[config.mk]
export PLATFORM = sky130hd
export DESIGN_NAME = pipeline_stall_controller
export DESIGN_NICKNAME = d
export VERILOG_FILES = /design/src/rtl/pipe_ctrl_pkg.sv /design/src/rtl/sat_counter.sv /design/src/rtl/pipeline_stall_controller.sv
export SDC_FILE = /design/constraint.sdc
export NUM_CORES = 1
export LEC_CHECK = 0
export BUFFER_PORTS_ARGS = -buffer_cell sky130_fd_sc_hd__buf_2
export CORE_ASPECT_RATIO = 1.1
export CORE_MARGIN = 1.5
export CORE_UTILIZATION = 45
export CTS_CLUSTER_DIAMETER = 30
export DETAILED_ROUTE_END_ITERATION = 8
export PLACE_DENSITY = 0.67
export SETUP_SLACK_MARGIN = 0.5
export SYNTH_ARGS = -nofsm -noshare
export SYNTH_HDL_FRONTEND = slang
export SYNTH_HIERARCHICAL = 1
export SYNTH_SLANG_ARGS = --single-unit
[constraint.sdc]
create_clock -name clk -period 2.5 [get_ports clk]
set_input_delay 0.125 -clock clk [delete_from_list [all_inputs] [get_ports clk]]
set_output_delay 0.125 -clock clk [all_outputs]
set_load 0.005 [all_outputs]
[src/rtl/pipe_ctrl_pkg.sv]
// Shared definitions for the pipeline stall/flush sequencer.
package pipe_ctrl_pkg;

  localparam logic [1:0] ST_RUN      = 2'd0;
  localparam logic [1:0] ST_LU_FWD   = 2'd1;
  localparam logic [1:0] ST_MEM_WAIT = 2'd2;

  // addi x0, x0, 0 -- what a flushed or bubbled pipeline register holds.
  localparam logic [31:0] NOP_INSTR = 32'h0000_0013;

  typedef enum logic [1:0] {
    RUN      = ST_RUN,
    LU_FWD   = ST_LU_FWD,
    MEM_WAIT = ST_MEM_WAIT
  } state_t;

endpackage

[src/rtl/sat_counter.sv]
// Saturating up-counter with synchronous clear; holds at all-ones instead of wrapping.
module sat_counter #(
  parameter int W = 16
) (
  input  logic         clk,
  input  logic         reset,
  input  logic         clear,
  input  logic         inc,
  output logic [W-1:0] count
);

  // Reset and clear win over increment; increment stops at all-ones.
  always_ff @(posedge clk) begin
    if (reset || clear) begin
      count <= '0;
    end else if (inc && (count != {W{1'b1}})) begin
      count <= count + 1'b1;
    end
  end

endmodule

[src/rtl/pipeline_stall_controller.sv]
// Central stall/flush sequencer for the 5-stage RV32 pipeline.
//
// Request priority each cycle: dmem_busy, then flush (branch_taken or a
// flush remembered during a memory freeze), then load-use (fresh or
// remembered), then imem_busy. Control outputs are combinational; the WB
// forward selects are registered so they line up with the cycle in which the
// stalled instruction really sits in EX (the LU_FWD cycle).
//
// There is no valid/ready handshake here: every input is a level that is
// sampled each cycle, and every output is a level valid in the same cycle.
import pipe_ctrl_pkg::*;

module pipeline_stall_controller #(
  parameter int CNT_W       = 16,
  parameter int MEM_TIMEOUT = 255
) (
  input  logic             clk,
  input  logic             reset,
  input  logic             load_use_bubble,
  input  logic             fwd_rs1_wb_req,
  input  logic             fwd_rs2_wb_req,
  input  logic             branch_taken,
  input  logic             imem_busy,
  input  logic             dmem_busy,
  output logic             pc_we,
  output logic             if_id_we,
  output logic             if_id_flush,
  output logic             id_ex_bubble,
  output logic             ex_mem_we,
  output logic             mem_wb_bubble,
  output logic             fwd_rs1_wb_sel,
  output logic             fwd_rs2_wb_sel,
  output logic [CNT_W-1:0] stall_cycles,
  output logic [CNT_W-1:0] flush_count,
  output logic             mem_timeout,
  output logic [1:0]       dbg_state
);

  localparam int TO_W = $clog2(MEM_TIMEOUT + 1);

  state_t          state;
  logic            pend_flush;
  logic            pend_lu;
  logic            pend_f1;
  logic            pend_f2;
  logic            lu_in;
  logic            flush_req;
  logic            lu_req;
  logic            lu_f1;
  logic            lu_f2;
  logic [TO_W-1:0] to_cnt;

  assign dbg_state = state;

  // Decode which request owns this cycle and the forward selects a load-use would register.
  always_comb begin
    lu_in     = load_use_bubble && (state != LU_FWD);
    flush_req = branch_taken || pend_flush;
    lu_req    = lu_in || (pend_lu && (state != LU_FWD));
    lu_f1     = (pend_lu && pend_f1) || (lu_in && fwd_rs1_wb_req);
    lu_f2     = (pend_lu && pend_f2) || (lu_in && fwd_rs2_wb_req);
  end

  // Pipeline register enables, flushes and bubbles in priority order.
  always_comb begin
    pc_we         = 1'b1;
    if_id_we      = 1'b1;
    if_id_flush   = 1'b0;
    id_ex_bubble  = 1'b0;
    ex_mem_we     = 1'b1;
    mem_wb_bubble = 1'b0;
    if (dmem_busy) begin
      pc_we         = 1'b0;
      if_id_we      = 1'b0;
      ex_mem_we     = 1'b0;
      mem_wb_bubble = 1'b1;
    end else if (flush_req) begin
      if_id_flush  = 1'b1;
      id_ex_bubble = 1'b1;
    end else if (lu_req) begin
      pc_we        = 1'b0;
      if_id_we     = 1'b0;
      id_ex_bubble = 1'b1;
    end else if (imem_busy) begin
      pc_we       = 1'b0;
      if_id_flush = 1'b1;
    end
  end

  // Sequencer state, requests remembered across a freeze, and the forward selects.
  always_ff @(posedge clk) begin
    if (reset) begin
      state          <= RUN;
      pend_flush     <= 1'b0;
      pend_lu        <= 1'b0;
      pend_f1        <= 1'b0;
      pend_f2        <= 1'b0;
      fwd_rs1_wb_sel <= 1'b0;
      fwd_rs2_wb_sel <= 1'b0;
    end else if (dmem_busy) begin
      state      <= MEM_WAIT;
      pend_flush <= pend_flush || branch_taken;
      pend_lu    <= pend_lu || lu_in;
      pend_f1    <= pend_f1 || (lu_in && fwd_rs1_wb_req);
      pend_f2    <= pend_f2 || (lu_in && fwd_rs2_wb_req);
    end else begin
      // Any non-frozen cycle consumes or discards everything remembered.
      pend_flush <= 1'b0;
      pend_lu    <= 1'b0;
      pend_f1    <= 1'b0;
      pend_f2    <= 1'b0;
      if (flush_req) begin
        state          <= RUN;
        fwd_rs1_wb_sel <= 1'b0;
        fwd_rs2_wb_sel <= 1'b0;
      end else if (lu_req) begin
        state          <= LU_FWD;
        fwd_rs1_wb_sel <= lu_f1;
        fwd_rs2_wb_sel <= lu_f2;
      end else begin
        state          <= RUN;
        fwd_rs1_wb_sel <= 1'b0;
        fwd_rs2_wb_sel <= 1'b0;
      end
    end
  end

  sat_counter #(.W(CNT_W)) u_stall_cnt (
    .clk   (clk),
    .reset (reset),
    .clear (1'b0),
    .inc   (!pc_we),
    .count (stall_cycles)
  );

  sat_counter #(.W(CNT_W)) u_flush_cnt (
    .clk   (clk),
    .reset (reset),
    .clear (1'b0),
    .inc   (!dmem_busy && flush_req),
    .count (flush_count)
  );

  sat_counter #(.W(TO_W)) u_timeout_cnt (
    .clk   (clk),
    .reset (reset),
    .clear (!dmem_busy),
    .inc   (dmem_busy),
    .count (to_cnt)
  );

  // Sticky timeout: set on the edge that completes the MEM_TIMEOUT-th consecutive busy cycle.
  always_ff @(posedge clk) begin
    if (reset) begin
      mem_timeout <= 1'b0;
    end else if (dmem_busy && (to_cnt == TO_W'(MEM_TIMEOUT - 1))) begin
      mem_timeout <= 1'b1;
    end
  end

endmodule
==> metrics.md, run 1 <==
| Metric | Value |
|---|---|
| Clock Latency Late Sink | 300 ps |
| Vias per std cell | 5.71 |
| Relative slew slack | between 50% and 60% |
| Clock network power share | approximately a third |
| Post-detail-place hpwl | 4080 microns |
| Final TNS setup | 0 ps |
| # hold bufs at CTS | 0 |
| PortBufs | 50 |
| Commonest non-fill, non-tap cell in the layout | buf_2 |
| N_diodes | 0 |
| WS Path Type | register to register |
| Fraction of layout cells with a size suffix above 1 | ~24% |
| CTS tree | yes |
| Cell-internal power | between 1 and 1.5 mW |
| Reg clk slew, reported paths | ~100 ps |
| Antenna violations before repair | 0 |
| Starting Density | ~47% |
| Slew Limit Fails | 0 |
| P&R area growth vs syn | 16.9% |
| Sequential share of power | 58.6% |
| Post-route ant nets | 0 |
| Static leakage | about 1.3 nW |
| Status | complete, no violations |
| Post-synth top flop | dfxtp_1 |
| Worst VDD drop | 0.269 mV |
| Synth top area cells | dfxtp_1, a21oi_1, nand4_1, or3_1, a41o_1 |
| Via count | around 2400 |
| Setup-failing EPs final | 0 |
| GRT Residual Overflow | 0 |
| CTS sink cnt | 49 |
| TritonCTS buffer count | 5 |
| Logic pwr share | under 10% |
| Period Utilization, post-route | 76.4% |
| Ports | 51 |
| Core ar. | about 5400 sq um |
| Setup WS post-layout | 590 ps |
| Synthesized flop and latch total | 49 |
| Slew @ Worst Pin | between 600 and 700 ps |
| Worst Hold Class | input pin to register |
| CP Launch Type | register |
| Post-route DRC violation count | 0 |
| Placed cells | ~400 |
| Max Fclk | 0.524 GHz |
| Highest-count cells in the layout ignoring fill and taps | buf_2, dfxtp_1, a21oi_1 |
| DIE HEIGHT | about 82 microns |
| Cell accounting for the most synthesized area | dfxtp_1 |
| Yosys warning count | 6 |
| CP required | around 2700 ps |
| Yosys cell types | 54 |
| Max Cap Violations | 0 |
| Pre-CTS worst setup slack | between 400 and 500 ps |
| Final Hold Viols | 0 |
| Clock period minus worst slack | ~1900 ps |
| All-Layer GR Usage | just under 20% |
| RSZ-0062 raised after global routing | yes |
| Netlist Area Pre-Place | between 2000 and 3000 sq um |
| Element type at the critical path end | register |
| Ys async rst share | 0% |
| Net Sw Power | 0.338 mW |
| First-pass DRT Iterations | 4 |
| Die Wd | around 75 microns |
| GPL Wtd Cong | between 0.8 and 0.9 |
| CTS root buf | clkbuf_8 |
| Vias in the first global route | 2102 |
| WHS | a little under 80 ps |
| DR iter-0 viols | 78 |
| Largest net degree at the start of global routing | 16 |
| First-pass GRT wire length | 9360 microns |
| Seq/Total Area, Yosys | between 30% and 40% |
| Fin cells | ~410 |
| Filler cells | ~560 |
| Critical path peak fanout | 8 |
| Gate Count Post-Synth | roughly 280 |
| Clock Skew | 11.3 ps |
| Rows | 28 |
| Power per cell area | between 400 and 500 nW/um^2 |
| Tot Pwr | roughly 1.4 mW |
| Syn_area_per_cell | ~8.9 sq um |
| Post-synth EDFFs | 0 |
| Top cell type's share of synthesized area | a little under 40% |
| Sw frac | around 25% |
| Wire per inst | ~14 microns |
| H-tree depth | 2 |
| Clock Path Buffers | 2 |
| Post-Route WL | between 5000 and 6000 microns |
| Final nets | approximately 350 |
| Critical path arrival | 2100 ps |
| Die footprint | just over 6000 sq um |
[synthesized netlist by cell type, types with 2 or more instances]
library cell  count
dfxtp_1          49
a21oi_1          25
nor2_1           21
nand2_1          20
o21ai_0          14
nand4_1          13
or3_1            13
nand3_1          12
and4_1            9
a31oi_1           8
a41o_1            8
inv_1             7
o31ai_1           7
or4_1             7
clkbuf_1          5
and2_1            4
mux2i_1           4
xor2_1            4
ha_1              3
a211oi_1          2
a22o_1            2
a32o_1            2
and3_1            2
and3_4            2
and3b_1           2
clkbuf_2          2
nand4_2           2
nand4_4           2
nor3_1            2
nor4_2            2
o211a_1           2
o41ai_2           2
or2_2             2
or4_4             2
xnor2_1           2
[final timing paths]
kind                        from               endpoint  slack [ps]  cells after the start
setup / recovery    dbg_state[1]  u_stall_cnt/count[10]         590                      7
setup reg to reg    dbg_state[1]  u_stall_cnt/count[10]         590                      7
hold / removal    fwd_rs2_wb_req                pend_f2          80                      3
hold reg to reg      mem_timeout            mem_timeout         450                      2
[power groups by stage]
stage / clock network, mW / registers, mW / logic (mW)
2_1_floorplan: 0 / 0.813 / 0.0580
3_3_place_gp: 0 / 0.814 / 0.0893
3_5_place_dp: 0 / 0.814 / 0.0901
4_1_cts: 0.483 / 0.796 / 0.0905
5_1_grt: 0.517 / 0.798 / 0.104
6_report: 0.469 / 0.796 / 0.0935
[area by class of cell]
type | count | area, sq um | share of cell area (%)
Timing Repair Buffer | 52 | 265 | 8.96
Multi-Input combinational cell | 221 | 1510 | 51.0
Tap cell | 75 | 93.8 | 3.17
Clock buffer | 5 | 68.8 | 2.32
Sequential cell | 49 | 981 | 33.1
Clock inverter | 3 | 17.5 | 0.591
Inverter | 7 | 26.3 | 0.887
[kinds of logic (layout without fill, tap and decap cells)]
logic type | after synthesis | count (layout) | share of synthesized area, %
xor gates and xnor gates | 6 | 6 | 2.08
and+or+nand+nor | 124 | 124 | 30.9
other | 1 | 4 | 0.148
buffers and inverters | 17 | 67 | 3.11
DFF | 49 | 49 | 38.7
adders and majority gates | 3 | 3 | 1.48
AOI/OAI and AO/OA | 80 | 80 | 22.0
muxes | 4 | 4 | 1.58
[worst max-delay path, stage by stage (launching register included)]
cell and delay (ps):
dfxtp_1 330, nand2b_4 160, o21a_1 190, o31a_4 180
nand4_1 180, a211oi_1 410, a31oi_1 140, a41o_1 210
[stage by stage]
stage | util, % | cell area, sq um
after global placement | 52.6 | 2840
after detailed placement | 52.6 | 2840
final | 54.9 | 2960
after global routing | 54.9 | 2960
after CTS | 54.2 | 2920
after floorplan | - | 2540
[flip-flops by register name (all words and copies together), names as in the netlist]
| signal | flops |
|---|---|
| dbg_state | 2 |
| fwd_rs1_wb_sel | 1 |
| fwd_rs2_wb_sel | 1 |
| mem_timeout | 1 |
| pend_f1 | 1 |
| pend_f2 | 1 |
| pend_flush | 1 |
| pend_lu | 1 |
| u_flush_cnt/count | 16 |
| u_stall_cnt/count | 16 |
| u_timeout_cnt/count | 8 |
[metal layers]
layer  GRT usage [%]  part of all wire [%]  vias to the layer above
li1                -                     -                     1204
met1            24.2                    48                     1109
met2            33.8                    49                       34
met3            3.31                   2.7                        4
met4            4.91                  0.72                        0
met5               0                     0                        -
[timing repair]
| action | 4_1_cts | 5_1_grt |
|---|---|---|
| endpoints found under the setup margin | 0 | 9 |
| setup buffers | 0 | 2 |
| gates resized for setup | 0 | 3 |
(Power assumes the default switching activity.)
==> inputs of run 2 (changes only) <==
--- a/config.mk
+++ b/config.mk
@@ -11,7 +11,7 @@
 export CORE_UTILIZATION = 45
 export CTS_CLUSTER_DIAMETER = 30
 export DETAILED_ROUTE_END_ITERATION = 8
-export PLACE_DENSITY = 0.67
+export PLACE_DENSITY = 0.7
 export SETUP_SLACK_MARGIN = 0.5
 export SYNTH_ARGS = -nofsm -noshare
 export SYNTH_HDL_FRONTEND = slang
==> constraint.sdc (replaced) <==
create_clock -name clk -period 1.6 [get_ports clk]
set_input_delay 0.08 -clock clk [delete_from_list [all_inputs] [get_ports clk]]
set_output_delay 0.08 -clock clk [all_outputs]
set_load 0.005 [all_outputs]
==> metrics.md, run 2 (same netlist as run 1, synthesis figures left out) <==
| Metric | Value |
|---|---|
| # hold bufs at CTS | 0 |
| Worst reg2reg path depth | 8 |
| Critical path arrival | around 1900 ps |
| Clock Latency Late Sink | between 300 and 400 ps |
| Rows | 28 |
| Core ar. | between 5000 and 6000 sq um |
| H-tree depth | 2 |
| WS Path Type | register to register |
| All-Layer GR Usage | roughly 23% |
| Final nets | roughly 410 |
| DIE HEIGHT | 81.7 microns |
| CP required | 1810 ps |
| CP Launch Type | register |
| CTS sink cnt | between 40 and 50 |
| Highest-count cells in the layout ignoring fill and taps | buf_2, buf_4, buf_6 |
| Metal-1 WL | between 3000 and 4000 microns |
| GRT Residual Overflow | 0 |
| Vias per std cell | between 5 and 6 |
| Slew @ Worst Pin | approximately 520 ps |
| Max Fclk | roughly 0.60 GHz |
| Largest net degree at the start of global routing | 16 |
| Worst VDD drop | ~0.44 mV |
| GPL Wtd Cong | 0.822 |
| Post-route DRC violation count | 0 |
| Post-route ant nets | 0 |
| Wire per inst | ~15 microns |
| Antenna violations before repair | 0 |
| PortBufs | 50 |
| Period Utilization, post-route | 105% |
| Vias in the first global route | 2324 |
| Clock period minus worst slack | about 1700 ps |
| First-pass GRT wire length | 10800 microns |
| Max Cap Violations | 0 |
| First-pass DRT Iterations | 5 |
| Tot Pwr | ~2.3 mW |
| Fin area | between 3000 and 4000 sq um |
| CTS root buf | clkbuf_8 |
| Failing checks | setup timing |
| R2r setup slk | -80 ps |
| Final Hold Viols | 0 |
| TritonCTS buffer count | 5 |
| Post-placement cell area | between 3000 and 4000 sq um |
| Max Used Layer | met4 |
| Worst Setup EP | u_stall_cnt/count[10] |
| Commonest non-fill, non-tap cell in the layout | buf_2 |
| Post-Route WL | ~7200 microns |
| Critical path peak fanout | 3 |
| Worst Hold Class | input pin to register |
| Static leakage | roughly 1.7 nW |
| DR iter-0 viols | 149 |
| Ports | 51 |
| Die footprint | between 6000 and 7000 sq um |
| Routed wl met2 | 3690 microns |
| R2R Path Start | dbg_state[1] |
| RSZ-0062 raised after global routing | yes |
| Status | finished, violations left |
| Setup WS post-layout | -77.2 ps |
| Relative slew slack | between 60% and 70% |
| CTS tree | yes |
| Setup-failing EPs final | 10 |
| Power per cell area | a little under 600 nW/um^2 |
| Via count | about 2700 |
| Reg clk slew, reported paths | 100 ps |
| Worst Setup SP | dbg_state[1] |
| Metal3 WL | ~320 microns |
| Slew Limit Fails | 0 |
| Post-detail-place hpwl | 4430 microns |
| Clock Path Buffers | 2 |
| P&R area growth vs syn | 53.2% |
| Die Wd | between 70 and 80 microns |
| Fraction of layout cells with a size suffix above 1 | 53.1% |
| Clock Skew | about 10 ps |
| Hold path cells | 2 |
| Starting Density | between 40 and 50% |
| N_diodes | 0 |
| Biggest regs | u_flush_cnt/count (16), u_stall_cnt/count (16), u_timeout_cnt/count (8) |
| Critical R2R Capture | u_stall_cnt/count[10] |
| Element type at the critical path end | register |
| Final TNS setup | -531 ps |
## run 2: critical path: stages (launching register included)
cell      delay (ps)
dfxtp_2          340
nand2b_4         120
o21a_1           140
o31a_2           140
nand4_1          120
buf_4            180
a211oi_4         210
a31oi_1          120
a41o_1           200
## run 2: worst min-delay path by stage
stage	from	to	slack, ps
detailed placement	fwd_rs1_wb_req	pend_f1	360
finish	reset	mem_timeout	50
global placement	fwd_rs1_wb_req	pend_f1	340
floorplan	reset	mem_timeout	150
global route	fwd_rs1_wb_req	pend_f1	50
CTS	fwd_rs1_wb_req	pend_f1	30
## run 2: what timing repair did
item | CTS | global route
resized for setup | 39 | 47
setup buffers | 19 | 11
setup endpoints to repair | 46 | 50
pin swaps | 26 | 35
## run 2: layer usage
metal / GRT usage [%] / vias up
met5: 0 / -
met3: 4.54 / 10
li1: - / 1331
met1: 29.6 / 1290
met2: 36.5 / 63
met4: 8.55 / 0
## run 2: per-stage QoR
| step | cells | utilization, % | setup slack, ps | hold slack, ps |
|---|---|---|---|---|
| finish | 476 | 71.9 | -77.2 | 51.5 |
| detailed placement | 438 | 60.2 | -69.6 | 359 |
| floorplan | 287 | - | -168 | 149 |
| global route | 476 | 71.9 | -203 | 54.4 |
| global placement | 438 | 60.2 | -26.3 | 341 |
| CTS | 465 | 67.3 | -78.2 | 30.2 |
## run 2: layout make-up
type / instances / area, sq um
multi-input combinational: 221 / 1770
fill: 421 / 1520
sequential: 49 / 1040
timing repair buffer: 116 / 840
clock buffer: 7 / 96.3
tap: 75 / 93.8
inverter: 7 / 31.3
clock inverter: 1 / 5.00
## run 2: report_power, final
part / switching (mW) / internal, mW / total, mW
clock: 0.435 / 0.392 / 0.827
sequential: 0.0104 / 1.21 / 1.23
combinational: 0.113 / 0.116 / 0.229
==> inputs of run 3 (changes only) <==
--- a/config.mk
+++ b/config.mk
@@ -6,12 +6,13 @@
 export NUM_CORES = 1
 export LEC_CHECK = 0
 export BUFFER_PORTS_ARGS = -buffer_cell sky130_fd_sc_hd__buf_2
+export CAP_MARGIN = 20
 export CORE_ASPECT_RATIO = 1.1
 export CORE_MARGIN = 1.5
-export CORE_UTILIZATION = 45
+export CORE_UTILIZATION = 30
 export CTS_CLUSTER_DIAMETER = 30
 export DETAILED_ROUTE_END_ITERATION = 8
-export PLACE_DENSITY = 0.7
+export PLACE_DENSITY = 0.6
 export SETUP_SLACK_MARGIN = 0.5
 export SYNTH_ARGS = -nofsm -noshare
 export SYNTH_HDL_FRONTEND = slang
==> metrics.md, run 3 (same netlist as run 1, synthesis figures left out) <==
| Metric | Value |
|---|---|
| Vias per std cell | 5.22 |
| Setup-failing EPs final | 12 |
| PortBufs | 50 |
| Die footprint | between 9000 and 10000 sq um |
| P&R area growth vs syn | 58.7% |
| Worst VDD drop | between 0.2 and 0.3 mV |
| Final Hold Viols | 0 |
| Period Utilization, post-route | 107% |
| Biggest regs | u_flush_cnt/count (16), u_stall_cnt/count (16), u_timeout_cnt/count (8) |
| DR iter-0 viols | 85 |
| Filler cells | 740 |
| Die Wd | approximately 91 microns |
| TritonCTS buffer count | 5 |
| Post-detail-place hpwl | approximately 4900 microns |
| Wire per inst | 14.2 microns |
| Clock period minus worst slack | ~1700 ps |
| Power per cell area | 571 nW/um^2 |
| Status | finished, violations left |
| Met1 Use GR | 20.1% |
| WHS | approximately 41 ps |
| Met3 usage | approximately 3.2% |
| Final nets | around 430 |
| Tot Pwr | approximately 2.3 mW |
| Post-placement cell area | roughly 3300 sq um |
| WS Path Type | register to register |
| Post-route DRC violation count | 0 |
| Post-route ant nets | 0 |
| Placed cells | about 480 |
| Largest net degree at the start of global routing | 17 |
| GRT Residual Overflow | 0 |
| Critical path peak fanout | 3 |
| CTS root buf | clkbuf_8 |
| Rows | 34 |
| Ports | 51 |
| RSZ-0062 raised after global routing | yes |
| All-Layer GR Usage | 16.0% |
| Via count | roughly 2700 |
| Final TNS setup | -642 ps |
| Highest-count cells in the layout ignoring fill and taps | buf_4, buf_2, dfxtp_2 |
| Fin cells | 523 |
| N_diodes | 0 |
| CP Launch Type | register |
| Max Cap Violations | 0 |
| Post-Route WL | between 7000 and 8000 microns |
| Fraction of layout cells with a size suffix above 1 | a little over half |
| Reg clk slew, reported paths | 110 ps |
| DIE HEIGHT | between 90 and 100 microns |
| First-pass GRT wire length | about 12000 microns |
| Slew Limit Fails | 0 |
| CP required | roughly 1800 ps |
| Vias in the first global route | approximately 2600 |
| Antenna violations before repair | 0 |
| GR Util met2 | between 20 and 30% |
| Clock Skew | ~20 ps |
| Starting Density | between 30% and 40% |
| CTS tree | yes |
| Critical path arrival | slightly below 2000 ps |
| Core ar. | about 8000 sq um |
| H-tree depth | 2 |
| Element type at the critical path end | register |
| Fin area | 4020 sq um |
| Commonest non-fill, non-tap cell in the layout | buf_4 |
| CTS sink cnt | 49 |
| First-pass DRT Iterations | 4 |
| GRT Max-Usage Layer | met2 |
| Max Fclk | between 0.5 and 0.6 GHz |
| Clock Path Buffers | 2 |
| Clock Latency Late Sink | approximately 320 ps |
| GPL Wtd Cong | between 0.7 and 0.8 |
| Static leakage | around 1.8 nW |
| Failing checks | setup timing |
| Worst Hold Class | input pin to register |
| Setup WS post-layout | -114 ps |
-- run 3: worst paths after layout --
| kind | slack [ps] | cells after the start | startpoint | end |
|---|---|---|---|---|
| worst min register to register | 460 | 2 | mem_timeout | mem_timeout |
| worst max-delay path | -110 | 8 | dbg_state[1] | u_stall_cnt/count[10] |
| worst max register to register | -110 | 8 | dbg_state[1] | u_stall_cnt/count[10] |
| worst min-delay path | 40 | 3 | fwd_rs2_wb_req | pend_f2 |
-- run 3: stage by stage --
stage / setup slack (ps) / util, %
floorplan: -168 / -
global placement: -53.2 / 41.6
detailed placement: -114 / 41.6
CTS: -106 / 47.2
global route: -187 / 50.0
finish: -114 / 50.0
-- run 3: report_power, final --
group	switching (mW)	total, mW	internal (mW)
registers	0.00963	1.22	1.21
logic	0.127	0.255	0.128
clock network	0.457	0.817	0.360
-- run 3: worst max-delay path: stages (launching register included) --
cell and delay (ps):
dfxtp_2 330, nand2b_4 120, o21a_1 140, o31a_2 150, nand4_1 170, buf_4 200
a211oi_4 200, a31oi_1 120, a41o_1 210
-- run 3: what timing repair did --
item / 4_1_cts / 5_1_grt
hold buffers: 0 / 0
endpoints found under the setup margin: 46 / 53
buffers inserted: 24 / 14
resized for setup: 49 / 39
pin swaps: 51 / 28
-- run 3: final cells by class --
| cell class | count | area (sq um) | share of cell area, % |
|---|---|---|---|
| sequential | 49 | 1050 | 26.2 |
| tap | 108 | 135 | 3.36 |
| timing repair buffer | 130 | 941 | 23.4 |
| clock inverter | 2 | 17.5 | 0.436 |
| clock buffer | 6 | 82.6 | 2.05 |
| multi-input combinational | 221 | 1750 | 43.6 |
| inverter | 7 | 38.8 | 0.965 |
-- run 3: metal layers --
metal,up-vias,wire (microns)
li1,1357,-
met3,9,265
met5,-,0
met1,1310,3350
met4,0,91
met2,53,3700
